[src/rtl/tx_cmd_scheduler_pkg.sv]
// Shared action codes, FSM state encoding and action-code helpers for the
// transmitter command scheduler.
package tx_cmd_pkg;

  localparam int unsigned ACT_W = 3;
  typedef logic [ACT_W-1:0] act_t;

  localparam act_t ACT_NOP  = 3'd0;
  localparam act_t ACT_LOAD = 3'd1;
  localparam act_t ACT_CELL = 3'd2;
  localparam act_t ACT_ROW  = 3'd3;
  localparam act_t ACT_COL  = 3'd4;
  localparam act_t ACT_ALL  = 3'd5;

  typedef enum logic [2:0] {
    S_IDLE    = 3'd0,
    S_ISSUE   = 3'd1,
    S_WAIT_HI = 3'd2,
    S_WAIT_LO = 3'd3,
    S_ACK     = 3'd4
  } state_t;

  // Codes that start a frame and therefore raise transmitter busy.
  function automatic logic act_is_tx(input act_t a);
    return (a >= ACT_CELL) && (a <= ACT_ALL);
  endfunction

  function automatic logic act_is_valid(input act_t a);
    return (a == ACT_LOAD) || act_is_tx(a);
  endfunction

endpackage

[src/rtl/tx_cmd_scheduler_if.sv]
// Requester-side command bus plus transmitter-side control bus of the
// scheduler; master is the scheduler, slave is the surrounding system.
interface tx_cmd_scheduler_if #(
  parameter int unsigned NREQ = 4,
  parameter int unsigned W    = 8
);
  localparam int unsigned IW = $clog2(NREQ);

  logic [NREQ-1:0]   req;
  logic [3*NREQ-1:0] req_action;
  logic [NREQ-1:0]   req_row;
  logic [2*NREQ-1:0] req_col;
  logic [W*NREQ-1:0] req_data;
  logic [NREQ-1:0]   ack;
  logic              err;

  logic              tx_busy;
  logic [W-1:0]      tx_d;
  logic              tx_row;
  logic [1:0]        tx_col;
  logic [2:0]        tx_action;

  logic [IW-1:0]     grant_id;
  logic              active;

  modport master (
    input  req, req_action, req_row, req_col, req_data, tx_busy,
    output ack, err, tx_d, tx_row, tx_col, tx_action, grant_id, active
  );

  modport slave (
    output req, req_action, req_row, req_col, req_data, tx_busy,
    input  ack, err, tx_d, tx_row, tx_col, tx_action, grant_id, active
  );

endinterface

[src/rtl/tx_cmd_scheduler_rr_arbiter.sv]
// Combinational round-robin select: first set request at or after i_ptr,
// wrapping from NREQ-1 back to 0.
module rr_arbiter #(
  parameter int unsigned NREQ = 4
) (
  input  logic [NREQ-1:0]         i_req,
  input  logic [$clog2(NREQ)-1:0] i_ptr,
  output logic [NREQ-1:0]         o_gnt,
  output logic [$clog2(NREQ)-1:0] o_gnt_id,
  output logic                    o_any
);
  localparam int unsigned IW = $clog2(NREQ);
  localparam int unsigned XW = IW + 1;

  logic [XW-1:0] w_idx;

  always_comb begin
    o_any    = 1'b0;
    o_gnt_id = '0;
    w_idx    = '0;
    for (int unsigned k = 0; k < NREQ; k++) begin
      w_idx = {1'b0, i_ptr} + XW'(k);
      if (w_idx >= XW'(NREQ)) begin
        w_idx = w_idx - XW'(NREQ);
      end
      if (!o_any && i_req[w_idx[IW-1:0]]) begin
        o_any    = 1'b1;
        o_gnt_id = w_idx[IW-1:0];
      end
    end
    o_gnt = o_any ? (NREQ'(1'b1) << o_gnt_id) : '0;
  end

endmodule

[src/rtl/tx_cmd_scheduler.sv]
// Shares one matrix UART transmitter between NREQ requesters: arbitrates,
// issues a one-cycle action pulse, tracks busy and returns a per-requester ack.
module tx_cmd_scheduler
  import tx_cmd_pkg::*;
#(
  parameter int unsigned NREQ     = 4,
  parameter int unsigned W        = 8,
  parameter int unsigned WAIT_MAX = 4
) (
  input logic               clk,
  input logic               rst,
  tx_cmd_scheduler_if.master bus
);
  localparam int unsigned IW = $clog2(NREQ);
  localparam int unsigned CW = $clog2(WAIT_MAX + 1);

  state_t          r_state, w_state_nx;
  logic [NREQ-1:0] r_ack, w_ack;
  logic            r_err, w_err;
  logic [W-1:0]    r_tx_d, w_tx_d;
  logic            r_tx_row, w_tx_row;
  logic [1:0]      r_tx_col, w_tx_col;
  act_t            r_tx_action, w_tx_action;
  logic [IW-1:0]   r_grant_id, w_grant_id;
  logic [IW-1:0]   r_ptr, w_ptr;
  logic [CW-1:0]   r_wcnt, w_wcnt;
  logic            r_active, w_active;

  logic [NREQ-1:0] w_gnt;
  logic [IW-1:0]   w_gnt_id;
  logic            w_any;
  act_t            w_sel_act;
  logic            w_sel_row;
  logic [1:0]      w_sel_col;
  logic [W-1:0]    w_sel_data;
  logic [NREQ-1:0] w_cur_onehot;

  rr_arbiter #(.NREQ(NREQ)) u_arb (
    .i_req    (bus.req),
    .i_ptr    (r_ptr),
    .o_gnt    (w_gnt),
    .o_gnt_id (w_gnt_id),
    .o_any    (w_any)
  );

  always_comb begin
    w_sel_act  = ACT_NOP;
    w_sel_row  = 1'b0;
    w_sel_col  = '0;
    w_sel_data = '0;
    for (int unsigned i = 0; i < NREQ; i++) begin
      if (w_gnt[i]) begin
        w_sel_act  = bus.req_action[3*i +: 3];
        w_sel_row  = bus.req_row[i];
        w_sel_col  = bus.req_col[2*i +: 2];
        w_sel_data = bus.req_data[W*i +: W];
      end
    end
  end

  assign w_cur_onehot = NREQ'(1'b1) << r_grant_id;

  // ack/err are loaded on the transition into S_ACK so they are visible
  // exactly during the S_ACK cycle.
  always_comb begin
    w_state_nx  = r_state;
    w_ack       = '0;
    w_err       = 1'b0;
    w_tx_d      = r_tx_d;
    w_tx_row    = r_tx_row;
    w_tx_col    = r_tx_col;
    w_tx_action = ACT_NOP;
    w_grant_id  = r_grant_id;
    w_ptr       = r_ptr;
    w_wcnt      = r_wcnt;
    unique case (r_state)
      S_IDLE: begin
        if (w_any && !bus.tx_busy) begin
          w_tx_d     = w_sel_data;
          w_tx_row   = w_sel_row;
          w_tx_col   = w_sel_col;
          w_grant_id = w_gnt_id;
          if (act_is_valid(w_sel_act)) begin
            w_tx_action = w_sel_act;
            w_state_nx  = S_ISSUE;
          end else begin
            w_ack      = w_gnt;
            w_err      = 1'b1;
            w_state_nx = S_ACK;
          end
        end
      end
      S_ISSUE: begin
        if (r_tx_action == ACT_LOAD) begin
          w_ack      = w_cur_onehot;
          w_state_nx = S_ACK;
        end else begin
          w_wcnt     = '0;
          w_state_nx = S_WAIT_HI;
        end
      end
      S_WAIT_HI: begin
        if (bus.tx_busy) begin
          w_state_nx = S_WAIT_LO;
        end else if (r_wcnt == CW'(WAIT_MAX - 1)) begin
          w_ack      = w_cur_onehot;
          w_err      = 1'b1;
          w_state_nx = S_ACK;
        end else begin
          w_wcnt = r_wcnt + CW'(1);
        end
      end
      S_WAIT_LO: begin
        if (!bus.tx_busy) begin
          w_ack      = w_cur_onehot;
          w_state_nx = S_ACK;
        end
      end
      S_ACK: begin
        w_ptr      = (r_grant_id == IW'(NREQ - 1)) ? '0 : r_grant_id + IW'(1);
        w_state_nx = S_IDLE;
      end
      default: w_state_nx = S_IDLE;
    endcase
    w_active = (w_state_nx != S_IDLE);
  end

  always_ff @(posedge clk) begin
    if (rst) begin
      r_state     <= S_IDLE;
      r_ack       <= '0;
      r_err       <= 1'b0;
      r_tx_d      <= '0;
      r_tx_row    <= 1'b0;
      r_tx_col    <= '0;
      r_tx_action <= ACT_NOP;
      r_grant_id  <= '0;
      r_ptr       <= '0;
      r_wcnt      <= '0;
      r_active    <= 1'b0;
    end else begin
      r_state     <= w_state_nx;
      r_ack       <= w_ack;
      r_err       <= w_err;
      r_tx_d      <= w_tx_d;
      r_tx_row    <= w_tx_row;
      r_tx_col    <= w_tx_col;
      r_tx_action <= w_tx_action;
      r_grant_id  <= w_grant_id;
      r_ptr       <= w_ptr;
      r_wcnt      <= w_wcnt;
      r_active    <= w_active;
    end
  end

  assign bus.ack       = r_ack;
  assign bus.err       = r_err;
  assign bus.tx_d      = r_tx_d;
  assign bus.tx_row    = r_tx_row;
  assign bus.tx_col    = r_tx_col;
  assign bus.tx_action = r_tx_action;
  assign bus.grant_id  = r_grant_id;
  assign bus.active    = r_active;

endmodule

[src/flat_wrapper.sv]
// flat-port wrapper written by rule: the top's interface ports become plain ports
module tx_cmd_scheduler_flat import tx_cmd_pkg::*;
#(
  parameter int unsigned NREQ     = 4,
  parameter int unsigned W        = 8,
  parameter int unsigned WAIT_MAX = 4
)
  (clk, rst, bus_req, bus_req_action, bus_req_row, bus_req_col, bus_req_data, bus_tx_busy, bus_ack, bus_err, bus_tx_d, bus_tx_row, bus_tx_col, bus_tx_action, bus_grant_id, bus_active);
  tx_cmd_scheduler_if #(.NREQ(NREQ), .W(W)) bus_i ();
  input logic clk;
  input logic rst;
  input wire logic [$bits(bus_i.req)-1:0] bus_req;
  input wire logic [$bits(bus_i.req_action)-1:0] bus_req_action;
  input wire logic [$bits(bus_i.req_row)-1:0] bus_req_row;
  input wire logic [$bits(bus_i.req_col)-1:0] bus_req_col;
  input wire logic [$bits(bus_i.req_data)-1:0] bus_req_data;
  input wire logic [$bits(bus_i.tx_busy)-1:0] bus_tx_busy;
  output wire logic [$bits(bus_i.ack)-1:0] bus_ack;
  output wire logic [$bits(bus_i.err)-1:0] bus_err;
  output wire logic [$bits(bus_i.tx_d)-1:0] bus_tx_d;
  output wire logic [$bits(bus_i.tx_row)-1:0] bus_tx_row;
  output wire logic [$bits(bus_i.tx_col)-1:0] bus_tx_col;
  output wire logic [$bits(bus_i.tx_action)-1:0] bus_tx_action;
  output wire logic [$bits(bus_i.grant_id)-1:0] bus_grant_id;
  output wire logic [$bits(bus_i.active)-1:0] bus_active;
  assign bus_i.req = bus_req;
  assign bus_i.req_action = bus_req_action;
  assign bus_i.req_row = bus_req_row;
  assign bus_i.req_col = bus_req_col;
  assign bus_i.req_data = bus_req_data;
  assign bus_i.tx_busy = bus_tx_busy;
  assign bus_ack = bus_i.ack;
  assign bus_err = bus_i.err;
  assign bus_tx_d = bus_i.tx_d;
  assign bus_tx_row = bus_i.tx_row;
  assign bus_tx_col = bus_i.tx_col;
  assign bus_tx_action = bus_i.tx_action;
  assign bus_grant_id = bus_i.grant_id;
  assign bus_active = bus_i.active;
  tx_cmd_scheduler #(.NREQ(NREQ), .W(W), .WAIT_MAX(WAIT_MAX)) u_core (.clk(clk), .rst(rst), .bus(bus_i));
endmodule
[config.mk]
export PLATFORM = sky130hd
export DESIGN_NAME = tx_cmd_scheduler_flat
export DESIGN_NICKNAME = d
export VERILOG_FILES = /design/src/rtl/tx_cmd_scheduler_pkg.sv /design/src/rtl/tx_cmd_scheduler_if.sv /design/src/rtl/tx_cmd_scheduler_rr_arbiter.sv /design/src/rtl/tx_cmd_scheduler.sv /design/src/flat_wrapper.sv
export SDC_FILE = /design/constraint.sdc
export NUM_CORES = 1
export LEC_CHECK = 0
export BUFFER_PORTS_ARGS = -buffer_cell sky130_fd_sc_hd__buf_2
export CAP_MARGIN = 40
export CORE_ASPECT_RATIO = 1.75
export CORE_MARGIN = 4
export CORE_UTILIZATION = 43
export CTS_BUF_LIST = sky130_fd_sc_hd__clkbuf_8
export DETAILED_ROUTE_END_ITERATION = 10
export PLACE_DENSITY = 0.9
export SETUP_SLACK_MARGIN = 0.4
export SLEW_MARGIN = 20
export SYNTH_ARGS = -nofsm -noshare
export SYNTH_HDL_FRONTEND = slang
export SYNTH_SLANG_ARGS = --single-unit
[constraint.sdc]
create_clock -name clk -period 1.86 [get_ports clk]
set_input_delay 0.279 -clock clk [delete_from_list [all_inputs] [get_ports clk]]
set_output_delay 0.279 -clock clk [all_outputs]
set_load 0.02 [all_outputs]
# Word-level counts from Yosys, hierarchy flattened

Index checks and enable logic that the tools add are counted.

Equal/unequal tests: 11
Shift-type cells: 2
$add $sub $neg: 9
Bitwise logic cells: 3
Multiplexer cells: 61
Magnitude comparators: 10
Reduce and logical (&&, ||, !) cells: 16

Operator list:

| kind                                                                  | count |
|---|---|
| 3-bit 2-to-1 mux                                                      | 13 |
| 8-bit 2-to-1 mux                                                      | 4 |
| 4-bit 2-to-1 mux                                                      | 7 |
| 2-bit 2-to-1 mux                                                      | 13 |
| 1-bit 2-to-1 mux                                                      | 16 |
| 4-bit case mux with 4 select lines                                    | 1 |
| 2-bit by 3-bit < comparator with 1-bit output, second input constant  | 4 |
| 3-bit case mux with 4 select lines                                    | 1 |
| 3-bit by 1-bit equality test with 1-bit output, second input constant | 3 |
| 3-bit by 2-bit equality test with 1-bit output, second input constant | 3 |
| 3-bit >= comparator, second input constant                            | 3 |
| 1-bit binary-select mux with 2-bit select                             | 4 |
| 1-bit by 2-bit left shift with 4-bit output, first input constant     | 2 |
| 2-bit by 1-bit subtractor with 2-bit output, second input constant    | 4 |
| 2-bit by 2-bit adder with 3-bit output, second input constant         | 2 |
| 2-bit != test, second input constant                                  | 3 |
| 3-bit case mux with 2 select lines                                    | 1 |
| 1-bit logical AND                                                     | 5 |
| 1-bit logical NOT                                                     | 4 |
| 4-bit AND reduction                                                   | 1 |
| 4-bit OR reduction                                                    | 1 |
| 2-bit by 1-bit adder with 3-bit output, second input constant         | 1 |
| 3-bit by 1-bit adder with 3-bit output, second input constant         | 1 |
| 3-bit equality test, second input constant                            | 1 |
| 12 further kinds                                                      | 14 |

Word-level logic and storage cells: 123
Output and inout bits: 22
Flip-flop bits (word level): 30
Input port bits: 63

# Logic depth before layout (Yosys ltp)

Depth after elaboration: 27
Gate-level depth with buffers: 9
Gate-level depth less buffers: 8

# Modules after synthesis

From an unflattened synthesis, not the netlist that was laid out.

Cell total of the unflattened synthesis: 229
Area, all modules: 1798.0 um^2

By module, submodules not included:

| module           | instances | cells each | area each (um^2) | sequential area each (um^2) |
|---|---|---|---|---|
| tx_cmd_scheduler | 1         | 197        | 1615.3           | 600.6 |
| rr_arbiter       | 1         | 32         | 182.7            | 0.0 |

# Least setup slack after synthesis

Ideal clock, no wire load.

Path type: register -> register
From: register u_core.r_tx_action[0], in the netlist u_core.bus.tx_action[0]
To: register u_core.r_ack[0], in the netlist u_core.bus.ack[0]
Slack: -67 ps
Data required time: 1801 ps
Data arrival time: 1868 ps
Stages on the path, launching flop included: 5
Clock period less this slack: 1927 ps
Cell sequence: dfxtp_1 or3b_2 or3b_2 a21boi_0 a22o_1

Longest elaborated chain between the ends: 3

Ends and longest elaborated chain:

| element                                        | RTL line                | RTL |
|---|---|---|
| from (decl)                                    | tx_cmd_scheduler.sv:23  | `act_t r_tx_action, w_tx_action;` |
| from (signal assigned)                         | tx_cmd_scheduler.sv:148 | `r_tx_action <= w_tx_action;` |
| 3-bit by 1-bit equality test with 1-bit output | tx_cmd_scheduler.sv:94  | `if (r_tx_action == ACT_LOAD) begin` |
| 4-bit 2-to-1 mux                               | tx_cmd_scheduler.sv:94  |  |
| 4-bit case mux with 4 select lines             | tx_cmd_scheduler.sv:76  | `unique case (r_state)` |
| to (signal assigned)                           | tx_cmd_scheduler.sv:143 | `r_ack <= w_ack;` |
| to (decl)                                      | tx_cmd_scheduler.sv:18  | `logic [NREQ-1:0] r_ack, w_ack;` |

No other way between the ends.
A chain may end at the register's enable or synchronous reset.

# Final worst setup path

From: register u_core.r_ptr[1]
To: register u_core.r_ack[3], in the netlist u_core.bus.ack[3]

Longest elaborated chain between the ends: 26

Ends and longest elaborated chain:

| element                                                                                         | RTL line                | RTL |
|---|---|---|
| from (decl)                                                                                     | tx_cmd_scheduler.sv:25  | `logic [IW-1:0] r_ptr, w_ptr;` |
| from (signal assigned)                                                                          | tx_cmd_scheduler.sv:150 | `r_ptr <= w_ptr;` |
| parallel branches: the longest is 24 deep, another holds 2-bit by 1-bit adder with 3-bit output | -                       |  |
| 4-bit 2-to-1 mux (*)                                                                            | tx_cmd_scheduler.sv:78  | `if (w_any && !bus.tx_busy) begin` |
| 4-bit case mux with 4 select lines (*)                                                          | tx_cmd_scheduler.sv:76  |  |

Every way passes the cells marked *. The select of a mux whose other input is x is not followed.

==> flow_metrics.py <==
metrics = {
    "status": {
        "status": "finished, violations left",
        "violations": "negative setup slack",
    },
    "cts": {
        "cts_buffers": 5,
        "cts_htree_levels": 2,
        "clock-sinks": 30,
        "path_clk_slew_ns": 0.06,
        "cts_tree": "yes",
        "clock_path_buffers": 2,
        "insertion_delay_ns": 0.28,
        "cts-root-buf": "clkbuf_8",
        "cts_hold_buf": 0,
    },
    "hold_path": {
        "hp-class": "input pin to register",
        "hold_end": "u_core.bus.tx_d[5]$_SDFFE_PP0P_",
        "whs_path_depth": 3,
        "worstHoldStart": "bus_req_data[29]",
    },
    "floorplanning": {
        "die_h_um": 92.9,
        "initial_utilization_pct": 45.0,
        "dieArea_sq_um": 5250,
        "boundaryPins": 85,
        "rows": 30,
        "die_w_um": 56.5,
        "core_sq_um": 3940,
    },
    "place": {
        "hpwl_um": 4660,
        "routabilityCongestion": 0.893,
        "io_buffers": 84,
    },
    "global_route": {
        "grt_start_max_net_pins": 20,
        "antenna_found_initial": 0,
        "grt_pass1_vias": 2290,
        "grt_pass1_wl_um": 10200,
        "gr-usage-all-layers_pct": 24.3,
        "grt_overflow_total": 0,
    },
    "critical_path": {
        "crit_type": "register to register",
        "r2r_start": "u_core.r_ptr[1]$_SDFFE_PP0N_",
        "start_kind": "register",
        "worstPathRequired_ns": 2.03,
        "path_buf_inv": 1,
        "worstPathCellList": "buf_4 -> a221oi_4 -> nand2b_4 -> a41o_1 -> a22oi_2 -> o21bai_4 -> a32o_2",
        "r2r_cells": 7,
        "cp_top_family": "compound AO/OA/AOI/OAI gates",
        "arrival_ns": 2.07,
        "rrSetupSlack_ns": -0.05,
        "regToRegEndpoint": "u_core.bus.ack[3]$_SDFF_PP0_",
        "critPathSlowestCell": "dfxtp_2",
        "slowest_delay_ns": 0.35,
        "critPathCaptureType": "register",
        "crit_cells": 7,
        "worstPathMaxFanout": 7,
    },
    "yosys": {
        "yosysWarnings": 0,
        "synthXorXnorAreaFrac_pct": 0,
        "synth_fa_ha_area_share_pct": 4.24,
        "synth.area.mux_share_pct": 0.565,
        "yosys_register_bits": 30,
        "ys_types": 43,
        "syn_avg_cell_area_sq_um": 7.80,
        "synth_ff_type": "dfxtp_1",
        "synth-compound-area-share_pct": 27.8,
        "syn_area_sq_um": 1770,
        "yosys.area_share.simple_pct": 29.1,
        "synthesis.instances": 227,
        "seq_area_frac_synth_pct": 33.9,
        "synth_fp_nets": 296,
        "synth_async_sr_flop_share_pct": 0,
        "synth_top_family_by_area": "simple AND/OR/NAND/NOR gates",
        "synth_edf_count": 0,
    },
    "power": {
        "power_density_nw_per_um2": 753,
        "leakagePower_nw": 1.30,
        "ir_drop_mv": 0.444,
        "report.power.total_mw": 2.10,
    },
    "timing": {
        "fmax_mhz": 524,
        "finalCriticalPeriod_ns": 1.91,
        "fin_worst_skew_ns": 0.00690,
        "hold_violations": 0,
        "tightest_slew_ns": 0.641,
        "fin_crit_sh_pct": 103,
        "setup_violations": 6,
        "rsz0062_at_grt": "true",
        "slew_viol_final": 0,
        "fin_ws_ns": -0.0481,
        "relSlewSlack_pct": 56.2,
        "fin_setup_tns_ns": -0.145,
    },
    "drt": {
        "dr.pass1.iters": 4,
        "routed_wl_um": 6560,
        "vias_per_cell": 5.83,
        "vias": 2246,
        "drc": 0,
        "drt_iter0_markers": 68,
        "wire_per_inst_um": 17.0,
        "detail-route-antenna-nets": 0,
    },
    "layout": {
        "syn2layout_area_growth_pct": 57.1,
        "n_fill_cell": 289,
        "antenna_cells": 0,
        "final_util_pct": 70.6,
        "drive_gt1_share_pct": 52.5,
        "fin_nets": 406,
    },
    "run": {
        "maxCapViolations": 0,
    },
}
final cells by class:
cell class	instances	area [sq um]	area share [%]
repair buffers	115	693	24.9
multi-input cells	179	1320	47.2
inverters	6	25.0	0.899
clock inverters	2	7.51	0.270
well taps	48	60.1	2.16
clock buffers	5	68.8	2.47
flip-flops and latches	30	614	22.1
layer usage:
metal	share of wire [%]	track usage [%]	up-vias
met5	0	0	-
met4	4.8	16.0	0
met3	8.3	4.60	31
met2	54	44.4	134
met1	33	24.1	1040
li1	-	-	1041
state kept, by name (all words and copies together), names as in the netlist:
| register | cells |
|---|---|
| u_core.bus.tx_col | 2 |
| u_core.bus.active | 1 |
| u_core.r_ptr | 2 |
| u_core.bus.grant_id | 2 |
| u_core.bus.ack | 4 |
| u_core.r_wcnt | 3 |
| u_core.bus.err | 1 |
| u_core.r_state | 3 |
| u_core.bus.tx_row | 1 |
| u_core.bus.tx_d | 8 |
| u_core.bus.tx_action | 3 |
worst register-to-register path, cell delays in order (launching register included):
cell,delay (ns)
dfxtp_2,0.35
buf_4,0.16
a221oi_4,0.29
nand2b_4,0.19
a41o_1,0.22
a22oi_2,0.10
o21bai_4,0.21
a32o_2,0.28
where the power goes:
part	internal (mW)	total (mW)	switching (mW)
clock	0.246	0.481	0.235
sequential	0.716	0.767	0.0515
combinational	0.373	0.849	0.476
cells by family (layout without fill, tap and decap cells):
kind of cell | Yosys count | in the layout
compound gates | 61 | 61
fa+ha+maj | 6 | 6
buf+inv | 18 | 128
flops | 30 | 30
mux | 1 | 1
simple gates | 111 | 111
worst max path at each step:
stage                                      start                              end
global placement                      bus_req[0]  u_core.bus.tx_d[3]$_SDFFE_PP0P_
finish              u_core.r_ptr[1]$_SDFFE_PP0N_     u_core.bus.ack[3]$_SDFF_PP0_
global route        u_core.r_ptr[0]$_SDFFE_PP0N_     u_core.bus.ack[3]$_SDFF_PP0_
detailed placement                    bus_req[0]  u_core.bus.tx_d[3]$_SDFFE_PP0P_
CTS                 u_core.r_ptr[0]$_SDFFE_PP0N_     u_core.bus.ack[3]$_SDFF_PP0_
floorplan           u_core.r_ptr[0]$_SDFFE_PP0N_     u_core.bus.ack[3]$_SDFF_PP0_
layout by cell type (no fill, tap or decap), types with 3 or more instances in the layout:
cell type  Yosys  layout
a21oi_1       11       8
ha_1           6       4
clkbuf_8       0       5
dfxtp_1       30      23
nand2b_1       4       4
a221oi_2       1      12
nor3_1        17      15
dfxtp_2        0       5
a32o_2         3       3
a211oi_1      11       3
inv_1          6       7
buf_4          0      26
o21ai_0        7       6
a21oi_2        1       3
a21boi_0       4       3
a211oi_2       0       8
buf_2          3      84
nand2_1       17      15
nor2_1        55      53
synth_stat cells, types with 2 or more instances:
cell type | count | share of area, %
a21oi_1 | 11 | 3.1
nand2b_2 | 2 | 0.99
a21o_1 | 2 | 0.85
ha_1 | 6 | 4.2
or3b_2 | 2 | 0.99
a21boi_0 | 4 | 1.7
buf_2 | 3 | 0.85
and3_1 | 2 | 0.71
nand4_1 | 2 | 0.71
nand3_1 | 2 | 0.56
nor3_1 | 17 | 4.8
dfxtp_1 | 30 | 34
o21ai_0 | 7 | 2.0
nand2_1 | 17 | 3.6
a221oi_1 | 11 | 5.4
nor2_1 | 55 | 12
a32o_2 | 3 | 1.9
nand2b_1 | 4 | 1.4
inv_1 | 6 | 1.3
a41o_1 | 2 | 1.1
a211oi_1 | 11 | 4.7
clkbuf_1 | 7 | 1.5
repair_timing:
| action | CTS | global route |
|---|---|---|
| endpoints found under the setup margin | 26 | 26 |
| resized for setup | 18 | 31 |
| buffers inserted | 0 | 5 |
| pin swaps | 9 | 10 |
through the flow:
step / area (sq um) / hold WS, ns / setup WS [ns] / std cells
6_report: 2780 / 0.315 / -0.0481 / 385
5_1_grt: 2780 / 0.335 / -0.114 / 385
4_1_cts: 2620 / 0.284 / -0.0377 / 380
3_5_place_dp: 2460 / 0.467 / -0.235 / 373
3_3_place_gp: 2460 / 0.459 / -0.110 / 373
2_1_floorplan: 1820 / 0.409 / 0.0803 / 227
Note: power is estimated with default switching activity, not from simulation.
